==> src/rtl/detect_square_pkg.sv <==
`default_nettype none
// ============================================================================
// Module      : detect_square_pkg
// Description : Shared types and constants for the detect_square block.
// Revision    : 1.0 - initial release
// ============================================================================
package detect_square_pkg;

  localparam int COORD_W = 12;

  // Initial value of the running minimum; any real coordinate replaces it.
  localparam logic [COORD_W-1:0] COORD_MIN_INIT = 12'hFFF;

  typedef enum logic [1:0] {
    WAIT_SYNC = 2'd0,
    SCAN      = 2'd1,
    REPORT    = 2'd2
  } detect_square_state_t;

endpackage
`default_nettype wire

==> src/rtl/vga_if.sv <==
`default_nettype none
// ============================================================================
// Module      : vga_if
// Description : VGA pixel stream bundle (timing counters, syncs, blanks, rgb).
// Revision    : 1.0 - initial release
// ============================================================================
interface vga_if;
  logic [11:0] hcount;
  logic [11:0] vcount;
  logic        hsync;
  logic        vsync;
  logic        hblnk;
  logic        vblnk;
  logic [11:0] rgb;

  modport in  (input  hcount, vcount, hsync, vsync, hblnk, vblnk, rgb);
  modport out (output hcount, vcount, hsync, vsync, hblnk, vblnk, rgb);
endinterface
`default_nettype wire

==> src/rtl/square_bbox_acc.sv <==
`default_nettype none
// ============================================================================
// Module      : square_bbox_acc
// Description : Running min/max bounding-box accumulator with hit flag.
//               clear has priority over sample_en.
// Revision    : 1.0 - initial release
// ============================================================================
module square_bbox_acc
  import detect_square_pkg::*;
(
  input  logic               clk,
  input  logic               rst,
  input  logic               i_clear,
  input  logic               i_sample_en,
  input  logic [COORD_W-1:0] i_x,
  input  logic [COORD_W-1:0] i_y,
  output logic [COORD_W-1:0] o_xmin,
  output logic [COORD_W-1:0] o_xmax,
  output logic [COORD_W-1:0] o_ymin,
  output logic [COORD_W-1:0] o_ymax,
  output logic               o_hit
);

  logic [COORD_W-1:0] r_xmin, r_xmax, r_ymin, r_ymax;
  logic               r_hit;

  // Track extremes of every sampled coordinate since the last clear.
  always_ff @(posedge clk or posedge rst) begin
    if (rst) begin
      r_xmin <= COORD_MIN_INIT;
      r_ymin <= COORD_MIN_INIT;
      r_xmax <= '0;
      r_ymax <= '0;
      r_hit  <= 1'b0;
    end else if (i_clear) begin
      r_xmin <= COORD_MIN_INIT;
      r_ymin <= COORD_MIN_INIT;
      r_xmax <= '0;
      r_ymax <= '0;
      r_hit  <= 1'b0;
    end else if (i_sample_en) begin
      if (i_x < r_xmin) r_xmin <= i_x;
      if (i_x > r_xmax) r_xmax <= i_x;
      if (i_y < r_ymin) r_ymin <= i_y;
      if (i_y > r_ymax) r_ymax <= i_y;
      r_hit <= 1'b1;
    end
  end

  assign o_xmin = r_xmin;
  assign o_xmax = r_xmax;
  assign o_ymin = r_ymin;
  assign o_ymax = r_ymax;
  assign o_hit  = r_hit;

endmodule
`default_nettype wire

==> src/rtl/detect_square.sv <==
`default_nettype none
// ============================================================================
// Module      : detect_square
// Description : Measures the bounding box of pixels drawn in MATCH_COLOR and
//               reports it once per frame; forwards the VGA stream with one
//               cycle of latency.
//               Optional macro DETECT_SQUARE_OVERLAY_EN draws the last
//               reported box outline in OUTLINE_COLOR on the output stream.
// Revision    : 1.0 - initial release
// ============================================================================
module detect_square
  import detect_square_pkg::*;
#(
  parameter logic [11:0] MATCH_COLOR   = 12'hf_0_f,
  parameter logic [11:0] OUTLINE_COLOR = 12'h0_f_0
) (
  input  logic        clk,
  input  logic        rst,
  vga_if.in           vga_in,
  vga_if.out          vga_out,
  output logic [11:0] xpos_found,
  output logic [11:0] ypos_found,
  output logic [11:0] width_found,
  output logic [11:0] height_found,
  output logic        found,
  output logic        frame_done
);

  detect_square_state_t r_state, w_state_nxt;

  logic        r_vblnk_q;
  logic        w_vblnk_rise;
  logic        w_active;
  logic        w_match;
  logic        w_clear;
  logic        w_sample_en;
  logic        w_report;
  logic [11:0] w_xmin, w_xmax, w_ymin, w_ymax;
  logic        w_hit;
  logic [11:0] w_rgb_nxt;

  assign w_vblnk_rise = vga_in.vblnk && !r_vblnk_q;
  assign w_active     = !vga_in.hblnk && !vga_in.vblnk;
  assign w_match      = w_active && (vga_in.rgb == MATCH_COLOR);

  // Delayed vblnk for rising-edge detection.
  always_ff @(posedge clk or posedge rst) begin
    if (rst) r_vblnk_q <= 1'b0;
    else     r_vblnk_q <= vga_in.vblnk;
  end

  // FSM state register.
  always_ff @(posedge clk or posedge rst) begin
    if (rst) r_state <= WAIT_SYNC;
    else     r_state <= w_state_nxt;
  end

  // FSM next state and accumulator controls; the first rise after reset only aligns to a frame.
  always_comb begin
    w_state_nxt = r_state;
    w_clear     = 1'b0;
    w_sample_en = 1'b0;
    w_report    = 1'b0;
    unique case (r_state)
      WAIT_SYNC: begin
        if (w_vblnk_rise) begin
          w_clear     = 1'b1;
          w_state_nxt = SCAN;
        end
      end
      SCAN: begin
        w_sample_en = w_match;
        if (w_vblnk_rise) w_state_nxt = REPORT;
      end
      REPORT: begin
        w_report    = 1'b1;
        w_clear     = 1'b1;
        w_state_nxt = SCAN;
      end
      default: w_state_nxt = WAIT_SYNC;
    endcase
  end

  square_bbox_acc u_acc (
    .clk         (clk),
    .rst         (rst),
    .i_clear     (w_clear),
    .i_sample_en (w_sample_en),
    .i_x         (vga_in.hcount),
    .i_y         (vga_in.vcount),
    .o_xmin      (w_xmin),
    .o_xmax      (w_xmax),
    .o_ymin      (w_ymin),
    .o_ymax      (w_ymax),
    .o_hit       (w_hit)
  );

  // Result registers: loaded in REPORT, held otherwise.
  always_ff @(posedge clk or posedge rst) begin
    if (rst) begin
      xpos_found   <= '0;
      ypos_found   <= '0;
      width_found  <= '0;
      height_found <= '0;
      found        <= 1'b0;
      frame_done   <= 1'b0;
    end else begin
      frame_done <= w_report;
      if (w_report) begin
        found <= w_hit;
        if (w_hit) begin
          xpos_found   <= w_xmin;
          ypos_found   <= w_ymin;
          width_found  <= w_xmax - w_xmin;
          height_found <= w_ymax - w_ymin;
        end else begin
          xpos_found   <= '0;
          ypos_found   <= '0;
          width_found  <= '0;
          height_found <= '0;
        end
      end
    end
  end

`ifdef DETECT_SQUARE_OVERLAY_EN
  logic [11:0] w_xr, w_yb;
  logic        w_in_x, w_in_y, w_on_vert, w_on_horz;

  assign w_xr      = xpos_found + width_found;
  assign w_yb      = ypos_found + height_found;
  assign w_in_x    = (vga_in.hcount >= xpos_found) && (vga_in.hcount <= w_xr);
  assign w_in_y    = (vga_in.vcount >= ypos_found) && (vga_in.vcount <= w_yb);
  assign w_on_vert = ((vga_in.hcount == xpos_found) || (vga_in.hcount == w_xr)) && w_in_y;
  assign w_on_horz = ((vga_in.vcount == ypos_found) || (vga_in.vcount == w_yb)) && w_in_x;
  assign w_rgb_nxt = (found && w_active && (w_on_vert || w_on_horz)) ? OUTLINE_COLOR : vga_in.rgb;
`else
  logic [11:0] w_unused_outline;

  // The outline colour only matters when the overlay is built in.
  assign w_unused_outline = OUTLINE_COLOR;
  assign w_rgb_nxt        = vga_in.rgb;
`endif

  // One-cycle pipeline register for the forwarded stream.
  always_ff @(posedge clk or posedge rst) begin
    if (rst) begin
      vga_out.hcount <= '0;
      vga_out.vcount <= '0;
      vga_out.hsync  <= 1'b0;
      vga_out.vsync  <= 1'b0;
      vga_out.hblnk  <= 1'b0;
      vga_out.vblnk  <= 1'b0;
      vga_out.rgb    <= '0;
    end else begin
      vga_out.hcount <= vga_in.hcount;
      vga_out.vcount <= vga_in.vcount;
      vga_out.hsync  <= vga_in.hsync;
      vga_out.vsync  <= vga_in.vsync;
      vga_out.hblnk  <= vga_in.hblnk;
      vga_out.vblnk  <= vga_in.vblnk;
      vga_out.rgb    <= w_rgb_nxt;
    end
  end

endmodule
`default_nettype wire

==> src/flat_wrapper.sv <==
// flat-port wrapper written by rule: the top's interface ports become plain ports
module detect_square_flat import detect_square_pkg::*;
#(
  parameter logic [11:0] MATCH_COLOR   = 12'hf_0_f,
  parameter logic [11:0] OUTLINE_COLOR = 12'h0_f_0
)
  (clk, rst, xpos_found, ypos_found, width_found, height_found, found, frame_done, vga_in_hcount, vga_in_vcount, vga_in_hsync, vga_in_vsync, vga_in_hblnk, vga_in_vblnk, vga_in_rgb, vga_out_hcount, vga_out_vcount, vga_out_hsync, vga_out_vsync, vga_out_hblnk, vga_out_vblnk, vga_out_rgb);
  vga_if vga_in_i ();
  vga_if vga_out_i ();
  input  logic clk;
  input  logic rst;
  output logic [11:0] xpos_found;
  output logic [11:0] ypos_found;
  output logic [11:0] width_found;
  output logic [11:0] height_found;
  output logic found;
  output logic frame_done;
  input wire logic [$bits(vga_in_i.hcount)-1:0] vga_in_hcount;
  input wire logic [$bits(vga_in_i.vcount)-1:0] vga_in_vcount;
  input wire logic [$bits(vga_in_i.hsync)-1:0] vga_in_hsync;
  input wire logic [$bits(vga_in_i.vsync)-1:0] vga_in_vsync;
  input wire logic [$bits(vga_in_i.hblnk)-1:0] vga_in_hblnk;
  input wire logic [$bits(vga_in_i.vblnk)-1:0] vga_in_vblnk;
  input wire logic [$bits(vga_in_i.rgb)-1:0] vga_in_rgb;
  output wire logic [$bits(vga_out_i.hcount)-1:0] vga_out_hcount;
  output wire logic [$bits(vga_out_i.vcount)-1:0] vga_out_vcount;
  output wire logic [$bits(vga_out_i.hsync)-1:0] vga_out_hsync;
  output wire logic [$bits(vga_out_i.vsync)-1:0] vga_out_vsync;
  output wire logic [$bits(vga_out_i.hblnk)-1:0] vga_out_hblnk;
  output wire logic [$bits(vga_out_i.vblnk)-1:0] vga_out_vblnk;
  output wire logic [$bits(vga_out_i.rgb)-1:0] vga_out_rgb;
  assign vga_in_i.hcount = vga_in_hcount;
  assign vga_in_i.vcount = vga_in_vcount;
  assign vga_in_i.hsync = vga_in_hsync;
  assign vga_in_i.vsync = vga_in_vsync;
  assign vga_in_i.hblnk = vga_in_hblnk;
  assign vga_in_i.vblnk = vga_in_vblnk;
  assign vga_in_i.rgb = vga_in_rgb;
  assign vga_out_hcount = vga_out_i.hcount;
  assign vga_out_vcount = vga_out_i.vcount;
  assign vga_out_hsync = vga_out_i.hsync;
  assign vga_out_vsync = vga_out_i.vsync;
  assign vga_out_hblnk = vga_out_i.hblnk;
  assign vga_out_vblnk = vga_out_i.vblnk;
  assign vga_out_rgb = vga_out_i.rgb;
  detect_square #(.MATCH_COLOR(MATCH_COLOR), .OUTLINE_COLOR(OUTLINE_COLOR)) u_core (.clk(clk), .rst(rst), .vga_in(vga_in_i), .vga_out(vga_out_i), .xpos_found(xpos_found), .ypos_found(ypos_found), .width_found(width_found), .height_found(height_found), .found(found), .frame_done(frame_done));
endmodule
==> config.mk <==
export PLATFORM = sky130hd
export DESIGN_NAME = detect_square_flat
export DESIGN_NICKNAME = d
export VERILOG_FILES = /design/src/rtl/detect_square_pkg.sv /design/src/rtl/vga_if.sv /design/src/rtl/square_bbox_acc.sv /design/src/rtl/detect_square.sv /design/src/flat_wrapper.sv
export SDC_FILE = /design/constraint.sdc
export NUM_CORES = 1
export LEC_CHECK = 0
export CAP_MARGIN = 20
export CORE_AREA = 5 5 132 134
export DETAILED_ROUTE_END_ITERATION = 12
export DIE_AREA = 0 0 137 139
export PLACE_DENSITY = 0.82
export SYNTH_ARGS = -nofsm -noshare
export SYNTH_HDL_FRONTEND = slang
export SYNTH_SLANG_ARGS = --single-unit
==> constraint.sdc <==
create_clock -name clk -period 4.33 [get_ports clk]
set_input_delay 0.866 -clock clk [delete_from_list [all_inputs] [get_ports clk]]
set_output_delay 0.866 -clock clk [all_outputs]
set_load 0.005 [all_outputs]
Word level (Yosys, flattened, before mapping)
Cells that the tools add are included.
{ "word_totals": {"ff_bits": 141, "input_bits": 42} }
{ "classes": {"addsub": 2, "magnitude_cmp": 4, "n_eq_ne": 5, "mux": 25, "n_reduce_logical": 17} }
{ "ops": {"columns": ["cell", "count"], "rows": [
  ["$mux 12", 16],
  ["$gt 12x12->1", 2],
  ["$lt 12x12->1", 2],
  ["$sub 12x12->12", 2],
  ["$eq 12x12->1 const B", 1],
  ["$reduce_and 2->1", 5],
  ["$reduce_bool 2->1", 5],
  ["$pmux 2 s3", 1],
  ["$mux 1", 5],
  ["$mux 2", 2],
  ["$ne 2x1->1 const B", 2],
  ["$logic_and 1x1->1", 3],
  ["$logic_not 1->1", 3],
  ["$eq 2x1->1 const B", 1],
  ["$eq 2x2->1 const B", 1],
  ["$logic_not 2->1", 1],
  ["$pmux 1 s2", 1]
]} }

Depth between registers and ports, before layout
Gate-level depths: netlist (run 1).
{ "depth": {"word_depth": 6, "depth_mapped": 10, "ltp_nobuf": 10} }

By module
A second synthesis (run 1) with hierarchy kept.
{ "hier_totals": {"hier_cells": 791, "hier_area_um2": 7787.5} }
{ "by_module_without_submodules": {"columns": ["mod", "instances", "cells_per_inst", "area_each_um2", "seq_area_each_um2"], "rows": [
  ["detect_square", 1, 370, 4020.1, 2302.2],
  ["square_bbox_acc", 1, 421, 3767.4, 1256.2]
]} }

Worst setup path before layout (run 1)
No wires, ideal clock.
{ "synth_timing": {"path_type": "input to register", "from": "input vga_in_vblnk", "to": "register u_core.u_acc.r_xmax[1] (netlist: u_core.u_acc.o_xmax[1])", "arrival_time_ns": 2.835, "required_ns": 4.205, "slack_ns": 1.370, "path_stages": 6, "path_buffers": 2, "cell_sequence": "or4_1 or4_1 buf_6 a211oi_2 buf_6 mux2_4"} }
{ "synth_via": {"elab_chain_len": 6, "word_cells_on_any_way": 11, "cone_classes": "mux: 4; reduce/logical: 7"} }
{ "synth_lines": {"columns": ["item", "line", "rtl"], "rows": [
  ["start: declaration", "flat_wrapper.sv:23", "input wire logic [$bits(vga_in_i.vblnk)-1:0] vga_in_vblnk;"],
  ["parallel branches: the longest is 6 deep, another holds $pmux 1 s2", null, null],
  ["end signal: assignment", "square_bbox_acc.sv:43", "if (i_x > r_xmax) r_xmax <= i_x;"],
  ["end: declaration", "square_bbox_acc.sv:24", "logic [COORD_W-1:0] r_xmin, r_xmax, r_ymin, r_ymax;"]
]} }
Parallel ways; which one is timed is not known.
A chain may end at the register's enable or synchronous reset.

Final worst setup path (run 1)
{ "layout_timing": {"from": "input vga_in_vblnk", "to": "register u_core.u_acc.r_ymax[2] (netlist: u_core.u_acc.o_ymax[2])"} }
{ "layout_via": {"elab_chain_len": 6, "word_cells_on_any_way": 11, "cone_classes": "mux: 4; reduce/logical: 7"} }
{ "layout_lines": {"columns": ["item", "line", "rtl"], "rows": [
  ["parallel branches: the longest is 6 deep, another holds $pmux 1 s2", null, null],
  ["end signal: assignment", "square_bbox_acc.sv:45", "if (i_y > r_ymax) r_ymax <= i_y;"],
  ["end: declaration", "square_bbox_acc.sv:24", null]
]} }
Parallel ways; which one is timed is not known.

==> results of run 1 <==
[metrics by stage]
stage | power (mW) | util [%]
3_5_place_dp | 2.187 | 53.46
6_report | 3.903 | 57.90
4_1_cts | 3.940 | 57.81
2_1_floorplan | 1.778 | -
5_1_grt | 4.077 | 57.90
3_3_place_gp | 2.170 | 53.42
[cells by family (layout without fill, tap and decap cells)]
logic type,count (synthesis),after routing,synth area share [%]
compound gates,145,145,14.55
xor+xnor,15,15,1.849
fa+ha+maj,70,70,12.54
buf+inv,78,225,4.580
flops,141,141,50.10
mux,35,35,5.602
simple gates,169,169,10.78
[per-layer routing]
layer	wire length [um]	GRT usage [%]	share of wire, %	vias up
met1	7538	24.75	44	2565
met4	347	7.090	2.0	0
met5	0	0	0	-
met2	7948	29.02	46	171
met3	1421	6.640	8.2	29
li1	-	-	-	2569
[synth_stat cells (2+ instances only)]
| master | instances |
|---|---|
| buf_1 | 5 |
| mux2_2 | 2 |
| o21bai_1 | 3 |
| a22oi_1 | 2 |
| nand2_1 | 74 |
| a21boi_0 | 2 |
| a211oi_1 | 5 |
| nand2b_1 | 5 |
| dfrtp_1 | 117 |
| nand3_1 | 4 |
| o21a_1 | 9 |
| or4_1 | 2 |
| mux2_4 | 9 |
| fa_1 | 2 |
| o22a_1 | 12 |
| o211ai_1 | 6 |
| o31a_1 | 2 |
| nor3_1 | 13 |
| nor2b_1 | 10 |
| o21ai_0 | 28 |
| nor2_1 | 42 |
| mux2i_1 | 24 |
| o41a_1 | 2 |
| nand4_1 | 9 |
| ha_1 | 68 |
| nor3b_1 | 2 |
| a211o_1 | 3 |
| a21o_1 | 5 |
| inv_1 | 53 |
| a41o_1 | 2 |
| xnor2_1 | 5 |
| o31ai_1 | 34 |
| xor2_1 | 10 |
| a31oi_1 | 2 |
| dfstp_2 | 24 |
| buf_2 | 2 |
| a21oi_1 | 24 |
| buf_6 | 2 |
| clkbuf_1 | 13 |
[worst register-to-register path, stage by stage, from the launching register on]
cell,delay (ps)
dfstp_2,560
ha_1,170
inv_1,50
fa_1,420
a211o_1,320
a211oi_1,460
o21ai_0,210
a31oi_1,260
xor2_1,170
o21ai_0,110
[worst max-delay path by stage]
stage	startpoint	end	cells after the start
CTS	vga_in_vblnk	u_core.u_acc.o_ymax[2]	7
global route	vga_in_vblnk	u_core.u_acc.o_ymax[2]	7
floorplan	vga_in_vblnk	u_core.u_acc.o_xmax[1]	6
global placement	vga_in_vblnk	u_core.u_acc.o_xmin[2]	6
detailed placement	vga_in_vblnk	u_core.u_acc.o_ymax[6]	7
finish	vga_in_vblnk	u_core.u_acc.o_ymax[2]	7
[power by group through the flow]
stage	Combinational, mW	Clock [mW]	Sequential [mW]
CTS	0.635	1.77	1.54
detailed placement	0.630	0	1.56
global placement	0.620	0	1.55
floorplan	0.219	0	1.56
finish	0.623	1.75	1.53
global route	0.687	1.84	1.55
[area by class of cell]
type	count	area share (%)
flip-flops and latches	141	38.00
multi-input cells	434	34.41
repair buffers	140	14.94
clock buffers	20	4.984
well taps	220	2.940
clock inverters	11	2.525
inverters	54	2.205
[layout by cell type, fill, tap and decap left out, types with 24 or more instances in the layout]
cell,count
inv_1,52
dfstp_2,24
clkdlybuf4s50_1,131
ha_1,68
nand2_1,74
nor2_1,42
a21oi_1,24
mux2i_1,24
o21ai_0,28
o31ai_1,34
dfrtp_1,117
==> impl_metrics.csv, run 1 <==
group,metric,value,unit
drt,viasPerCell,5.229,
timing,relSlewSlack,48.95,%
drt,wire_per_inst,16.92,um
critical_path,path_delay_family,"simple AND/OR/NAND/NOR gates",
die,die_area,19040,um^2
power_and_ir_drop,power_density,416.9,nW/um^2
place,placedCellCount,988,
clocking,clock_latency,430,ps
power_and_ir_drop,power.leakage,4.382,nW
drt,drc,0,
critical_path,path_class,"in -> reg",
run_status,status,"completed",
critical_path,cp-end-kind,"flop",
critical_path,cp.arrival,3680,ps
die,core,16170,um^2
run,max-cap-violations,0,
die,io_pins,132,
synth,synth.largest_area_cell,"dfrtp_1",
die,die_h,139,um
cells_and_area,diodes,0,
clocking,cts_root_buffer,"clkbuf_16",
timing,max_freq,0.2959,GHz
drt,first_pass_iters,7,
critical_path,worstReg2RegEnd,"u_core.height_found[10]",
clocking,cts_buffer_depth,2,
synth,yosysUniqueCellTypes,54,
synth,syn-num-nets,765,
grt,grt_pass1_wl,28.53,mm
drt,vias,5334,
critical_path,cp.required,4630,ps
cells_and_area,drive_above_1_share,10.25,%
die,dieWidth,137,um
min_path,whs_endpoint,"u_core.height_found[1]",
place,dp_hpwl,12.42,mm
critical_path,crit_path_start_kind,"input pin",
timing,drv_slew,0,
drt,postRouteAntennaNets,0,
cells_and_area,syn2layout_area_growth,31.83,%
power_and_ir_drop,comb_power_share,16.0,%
synth,yosysTopAreaCellShare,41.22,%
clocking,cts_buffers,17,
timing,hold_violations,0,
synth,netlist_area,7103,um^2
timing,fin_ws,950.7,ps
min_path,hp-start,"u_core.height_found[1]",
power_and_ir_drop,seq_power_share,39.3,%
clocking,cts.sinks,141,
clocking,postCtsHoldBufs,0,
synth,synthFlopType,"dfrtp_1",
critical_path,cp_cell_sequence,"clkdlybuf4s50_1 -> or4_1 -> or4_1 -> a311oi_4 -> buf_4 -> mux2i_1 -> nor2_1",
drt,drt-initial-drc-count,323,
cells_and_area,layout.area.seq,3558,um^2
critical_path,worst_path_most_repeated_cell,"or4_1",
grt,grt_max_degree,80,
cells_and_area,fillers,1340,
critical_path,r2r_cells,9,
power_and_ir_drop,clock_power_share,44.7,%
critical_path,r2r_slack,1440,ps
synth,syn_inst,653,
timing,holdWs,471.0,ps
clocking,cts_resized,0,
clocking,cts_setup_buffers,0,
place,io_buffer_count,131,
cells_and_area,multi_input_area,3222,um^2
min_path,min_path_cells,2,
timing,min_period,3379,ps
timing,fin_crit_sh,78.04,%
power_and_ir_drop,vdd_drop_max,0.3039,mV
timing,tns,0,ps
place,pre_cts_slack,543.7,ps
timing,rsz0062_at_grt,"no",
critical_path,worst-path-buf-inv,2,
cells_and_area,finalNonFillerCells,1020,
place,post_dp_cell_area,8646,um^2
min_path,hold_class,"reg -> reg",
cells_and_area,nets,900,
critical_path,r2r_start,"u_core.u_acc.o_ymin[0]",
power_and_ir_drop,intPower,2.980,mW
clocking,htreeDepth,4,
clocking,cts_tree,"yes",
grt,grt_antenna_before_repair,0,
synth,async_reset_ff_share,100.0,%
timing,worst_pin_slew,765.7,ps
synth,yosysSeqAreaShare,50.10,%
synth,synth_seq_cells,141,
critical_path,crit_slowest_cell,"or4_1",
synth,yosys_warnings,0,
cells_and_area,final_area,9364,um^2
grt,grt_pass1_vias,5544,
critical_path,cpPeakStageDelay,760,ps
drt,wirelength,17.26,mm
grt,grt.total_usage,18.95,%
synth,synth_enable_flop_cells,0,
grt,grt_overflow_total,0,
synth,synthTopCellsByArea,"dfrtp_1, ha_1, dfstp_2",
timing,setup_viol,0,
power_and_ir_drop,netSwitchingPower,923.5,uW
clocking,clk_pin_slew,60,ps
place,gp_congestion,0.8282,
die,start_util,43.92,%
critical_path,crit_path_max_fanout,8,
synth,avgSynthCellArea,10.88,um^2
die,core.rowCount,47,
power_and_ir_drop,swShare,23.66,%
timing,fin_skew,7.559,ps
Power figures use the tool's default switching activity.
==> inputs of run 2 (changes only) <==
==> constraint.sdc (replaced) <==
create_clock -name clk -period 2.9 [get_ports clk]
set_input_delay 0.58 -clock clk [delete_from_list [all_inputs] [get_ports clk]]
set_output_delay 0.58 -clock clk [all_outputs]
set_load 0.005 [all_outputs]
==> run 2 against run 1 <==
Clock-buffer cell count decreased by 1. Via count is 2.4% higher. Global-route usage is 0.63 points higher.
==> impl_metrics.csv, run 2 (synthesis results as in run 1) <==
group,metric,value,unit
clocking,clock_latency,440,ps
timing,setup_viol,0,
timing,relSlewSlack,64.20,%
place,io_buffer_count,131,
clocking,cts_tree,"yes",
die,dieWidth,137,um
critical_path,cp.arrival,3020,ps
drt,first_pass_iters,4,
clocking,cts_buffer_depth,2,
clocking,postCtsHoldBufs,0,
critical_path,cpPeakStageDelay,520,ps
drt,drt-initial-drc-count,331,
timing,max_freq,0.3690,GHz
cells_and_area,mostFrequentLayoutCells,"clkdlybuf4s50_1, dfrtp_1, nand2_1, ha_1, inv_1",
min_path,hold_class,"in -> async",
timing,rsz0062_at_grt,"no",
timing,fin_skew,13.84,ps
place,gp_congestion,0.8560,
timing,worst_pin_slew,537.0,ps
drt,viasPerCell,5.152,
drt,vias,5461,
cells_and_area,drive_above_1_share,14.64,%
cells_and_area,diodes,0,
clocking,cts.sinks,141,
place,placedCellCount,1028,
cells_and_area,finalNonFillerCells,1060,
die,io_pins,132,
die,start_util,43.92,%
clocking,clk_pin_slew,60,ps
run,max-cap-violations,0,
power_and_ir_drop,power.leakage,4.530,nW
cells_and_area,nets,939,
place,dp_hpwl,13.10,mm
timing,min_period,2710,ps
grt,grt_pass1_vias,5698,
critical_path,cp-end-kind,"flop",
timing,drv_slew,0,
grt,grt_pass1_wl,29.36,mm
power_and_ir_drop,vdd_drop_max,0.4198,mV
timing,hold_violations,0,
cells_and_area,syn2layout_area_growth,35.42,%
die,die_area,19040,um^2
critical_path,cp_cell_sequence,"clkdlybuf4s50_1 -> or4_1 -> or4_1 -> buf_4 -> a211oi_2 -> buf_4 -> mux2_4",
clocking,cts_buffers,17,
clocking,cts_root_buffer,"clkbuf_16",
critical_path,crit_slowest_cell,"or4_1",
grt,grt_overflow_total,0,
critical_path,path_class,"in -> reg",
grt,grt_antenna_before_repair,0,
cells_and_area,final_common_cell,"clkdlybuf4s50_1",
die,core,16170,um^2
run_status,status,"completed",
drt,drc,0,
drt,wirelength,17.84,mm
grt,grt_max_degree,55,
cells_and_area,final_util,59.48,%
clocking,htreeDepth,4,
drt,wire_per_inst,16.83,um
critical_path,crit_path_start_kind,"input pin",
grt,grt.total_usage,19.58,%
timing,fin_ws,189.6,ps
drt,postRouteAntennaNets,0,
power_and_ir_drop,power,5.558,mW
critical_path,cp.required,3210,ps
die,die_h,139,um
die,core.rowCount,47,
timing,fin_crit_sh,93.46,%
place,pre_cts_slack,-261.1,ps
power_and_ir_drop,power_density,577.8,nW/um^2
critical_path,crit_path_max_fanout,7,
[run 2: cell count changes in the layout (fill, tap and decap cells not counted), sizes merged]
cell,previous run,this run
buf,9,48
bufinv,7,3
clkbuf,20,19
clkinv,4,6
clkinvlp,2,5
inv,52,53
[run 2: final cells by class]
class	instances	area (um^2)
well taps	220	275.3
clock buffers	19	452.9
multi-input cells	434	3227
fillers	1284	6553
clock inverters	13	165.2
repair buffers	179	1734
flip-flops and latches	141	3558
inverters	54	206.4
[run 2: final timing paths]
check / start / slack [ps] / to / cells after the start
max: vga_in_vblnk / 190 / u_core.u_acc.o_xmax[1] / 7
max in group asynchronous: rst / 1800 / u_core.u_acc.o_xmin[10] / 3
min in group clk: u_core.ypos_found[0] / 460 / u_core.ypos_found[0] / 2
min: rst / 440 / u_core.vga_out.vcount[5] / 2
max reg2reg: u_core.u_acc.o_ymin[0] / 200 / u_core.height_found[10] / 9
min reg2reg: u_core.ypos_found[0] / 460 / u_core.ypos_found[0] / 2
[run 2: metal layers]
layer,vias to the layer above,global-route usage [%],wire length (um)
met1,2633,25.33,7830
met3,26,6.821,1332
met5,-,0,0
li1,2660,-,-
met2,142,30.34,8379
met4,0,7.195,295
[run 2: where the power goes]
group	switching (mW)	total [mW]	internal, mW
clock network	0.874	2.27	1.40
registers	0.111	2.29	2.18
logic	0.437	0.998	0.561
[run 2: repair_timing]
item	4_1_cts	5_1_grt
resized for setup	0	1
buffers inserted	0	0
endpoints found under the setup margin	0	1
[run 2: worst max-delay path, delay by kind of cell]
family                 cells  cell delay (ps)
multiplexers               1              310
AND/OR/NAND/NOR            2             1040
AO/OA/AOI/OAI              1              250
buffers and inverters      3              850
[run 2: per-stage QoR]
| stage | setup TNS (ps) | hold slack (ps) | area [um^2] |
|---|---|---|---|
| final | 0 | 438.1 | 9619 |
| after global placement | -5883 | 439.9 | 8996 |
| after global routing | 0 | 444.5 | 9619 |
| after floorplan | 0 | 447.8 | 7107 |
| after CTS | 0 | 433.3 | 9614 |
| after detailed placement | -7223 | 455.9 | 8996 |
==> inputs of run 3 (changes only) <==
--- a/config.mk
+++ b/config.mk
@@ -9,7 +9,7 @@
 export CORE_AREA = 5 5 132 134
 export DETAILED_ROUTE_END_ITERATION = 12
 export DIE_AREA = 0 0 137 139
-export PLACE_DENSITY = 0.82
+export PLACE_DENSITY = 0.77
 export SYNTH_ARGS = -nofsm -noshare
 export SYNTH_HDL_FRONTEND = slang
 export SYNTH_SLANG_ARGS = --single-unit
==> run 3 against run 2 <==
Clock power grew 5%. Largest power group is now the clock network. First-iteration DRC count grew 8.5%. Sequential share of layout area grew 0.20 points. Worst hold slack gained 26 ps. Clock-buffer cell count grew 2. Sequential power is essentially flat.
==> impl_metrics.csv, run 3 (synthesis results as in run 1) <==
group,metric,value,unit
run,max-cap-violations,0,
die,core.rowCount,47,
power_and_ir_drop,comb_power_share,17.2,%
clocking,cts_buffer_depth,2,
critical_path,r2r_slack,320,ps
timing,hold_violations,0,
timing,worst_pin_slew,790.9,ps
clocking,cts_tree,"yes",
grt,grt_overflow_total,0,
die,core,16170,um^2
grt,grt.total_usage,19.10,%
power_and_ir_drop,power_density,590.9,nW/um^2
drt,vias,5439,
timing,fin_skew,12.41,ps
timing,min_period,2719,ps
run_status,status,"completed",
critical_path,crit_path_start_kind,"input pin",
min_path,min_path_cells,1,
critical_path,worstReg2RegEnd,"u_core.width_found[10]",
cells_and_area,mostFrequentLayoutCells,"clkdlybuf4s50_1, dfrtp_1, nand2_1, ha_1, inv_1",
grt,grt_max_degree,80,
die,die_area,19040,um^2
drt,wire_per_inst,16.50,um
min_path,hp-start,"u_core.r_vblnk_q",
clocking,clock_latency,440,ps
die,start_util,43.92,%
place,placedCellCount,1019,
timing,max_freq,0.3678,GHz
clocking,cts.sinks,141,
clocking,cts_buffers,17,
min_path,hold_class,"reg -> reg",
critical_path,cp-end-kind,"flop",
timing,fin_crit_sh,93.75,%
place,dp_hpwl,12.66,mm
clocking,cts_setup_buffers,0,
critical_path,r2r_start,"u_core.u_acc.o_xmin[0]",
clocking,htreeDepth,4,
die,io_pins,132,
grt,grt_pass1_vias,5617,
drt,drt-initial-drc-count,359,
power_and_ir_drop,intPower,4.268,mW
drt,drc,0,
critical_path,cp.required,3210,ps
power_and_ir_drop,seq_power_share,40.5,%
power_and_ir_drop,vdd_drop_max,0.4341,mV
grt,grt_antenna_before_repair,0,
cells_and_area,final_common_cell,"clkdlybuf4s50_1",
timing,relSlewSlack,47.28,%
cells_and_area,diodes,0,
drt,postRouteAntennaNets,0,
critical_path,r2r_cells,9,
place,io_buffer_count,131,
drt,viasPerCell,5.175,
grt,grt_pass1_wl,28.69,mm
cells_and_area,syn2layout_area_growth,34.70,%
timing,drv_slew,0,
clocking,clk_pin_slew,60,ps
power_and_ir_drop,power,5.654,mW
power_and_ir_drop,netSwitchingPower,1.385,mW
critical_path,path_class,"in -> reg",
drt,wirelength,17.34,mm
cells_and_area,finalNonFillerCells,1051,
cells_and_area,drive_above_1_share,13.48,%
power_and_ir_drop,power.leakage,4.492,nW
drt,first_pass_iters,4,
cells_and_area,multi_input_area,3232,um^2
clocking,cts_root_buffer,"clkbuf_16",
clocking,cts_resized,0,
power_and_ir_drop,clock_power_share,42.3,%
power_and_ir_drop,swShare,24.50,%
critical_path,cp.arrival,3030,ps
timing,setup_viol,0,
cells_and_area,layout.area.seq,3558,um^2
critical_path,crit_path_max_fanout,7,
clocking,postCtsHoldBufs,0,
timing,rsz0062_at_grt,"no",
die,dieWidth,137,um
min_path,whs_endpoint,"u_core.r_state[1]",
cells_and_area,nets,930,
die,die_h,139,um
place,gp_congestion,0.8286,
cells_and_area,fillers,1370,
## run 3: changes by cell type in the layout (fill, tap and decap cells not counted), moves of 2 or more
cell	change
buf_4	-8
clkbuf_1	+3
bufinv_16	+2
clkinv_4	-2
## run 3: through the flow
step | instance area (um^2) | hold WS, ps | utilization, % | setup WS (ps) | setup TNS (ps)
after floorplan | 7107 | 447.8 | - | 225.7 | 0
after global placement | 8916 | 450.2 | 55.13 | -199.6 | -4503
after detailed placement | 8916 | 453.7 | 55.13 | -270.0 | -7251
after CTS | 9558 | 466.8 | 59.10 | 180.7 | 0
after global routing | 9568 | 493.2 | 59.16 | 106.1 | 0
final | 9568 | 464.0 | 59.16 | 181.1 | 0
## run 3: layout make-up
class,count,share of cell area (%)
clock inverter,11,2.001
clock buffer,21,4.708
inverter,54,2.158
tap,220,2.877
multi-input combinational,434,33.78
timing repair buffer,170,17.29
sequential,141,37.19
## run 3: power by group through the flow
stage,clock network [mW],logic (mW),registers [mW]
floorplan,0,0.327,2.33
global placement,0,0.969,2.32
detailed placement,0,0.984,2.32
CTS,2.43,0.992,2.29
global route,2.52,1.07,2.32
finish,2.39,0.975,2.29
## run 3: routing by layer
| layer | vias to the layer above | track usage [%] | share of wire (%) |
|---|---|---|---|
| met5 | - | 0 | 0 |
| met4 | 0 | 5.462 | 1.3 |
| met3 | 15 | 5.806 | 6.1 |
| met2 | 126 | 30.83 | 48 |
| met1 | 2662 | 24.81 | 45 |
| li1 | 2636 | - | - |
## run 3: worst max path at each step
stage | start | endpoint | slack, ps | cells past startpoint
after CTS | vga_in_vblnk | u_core.u_acc.o_xmax[4] | 180 | 7
after global routing | u_core.u_acc.o_ymin[0] | u_core.height_found[10] | 110 | 9
after floorplan | vga_in_vblnk | u_core.u_acc.o_xmax[1] | 230 | 6
final | vga_in_vblnk | u_core.u_acc.o_xmax[4] | 180 | 7
after detailed placement | vga_in_vblnk | u_core.u_acc.o_xmax[3] | -270 | 7
after global placement | vga_in_vblnk | u_core.u_acc.o_xmax[1] | -200 | 7
## run 3: critical path, cell delays in order
cell and delay, ps:
clkdlybuf4s50_1 420, or4_1 510, or4_1 530, buf_4 200, a211oi_2 250, buf_4 220
mux2_4 310
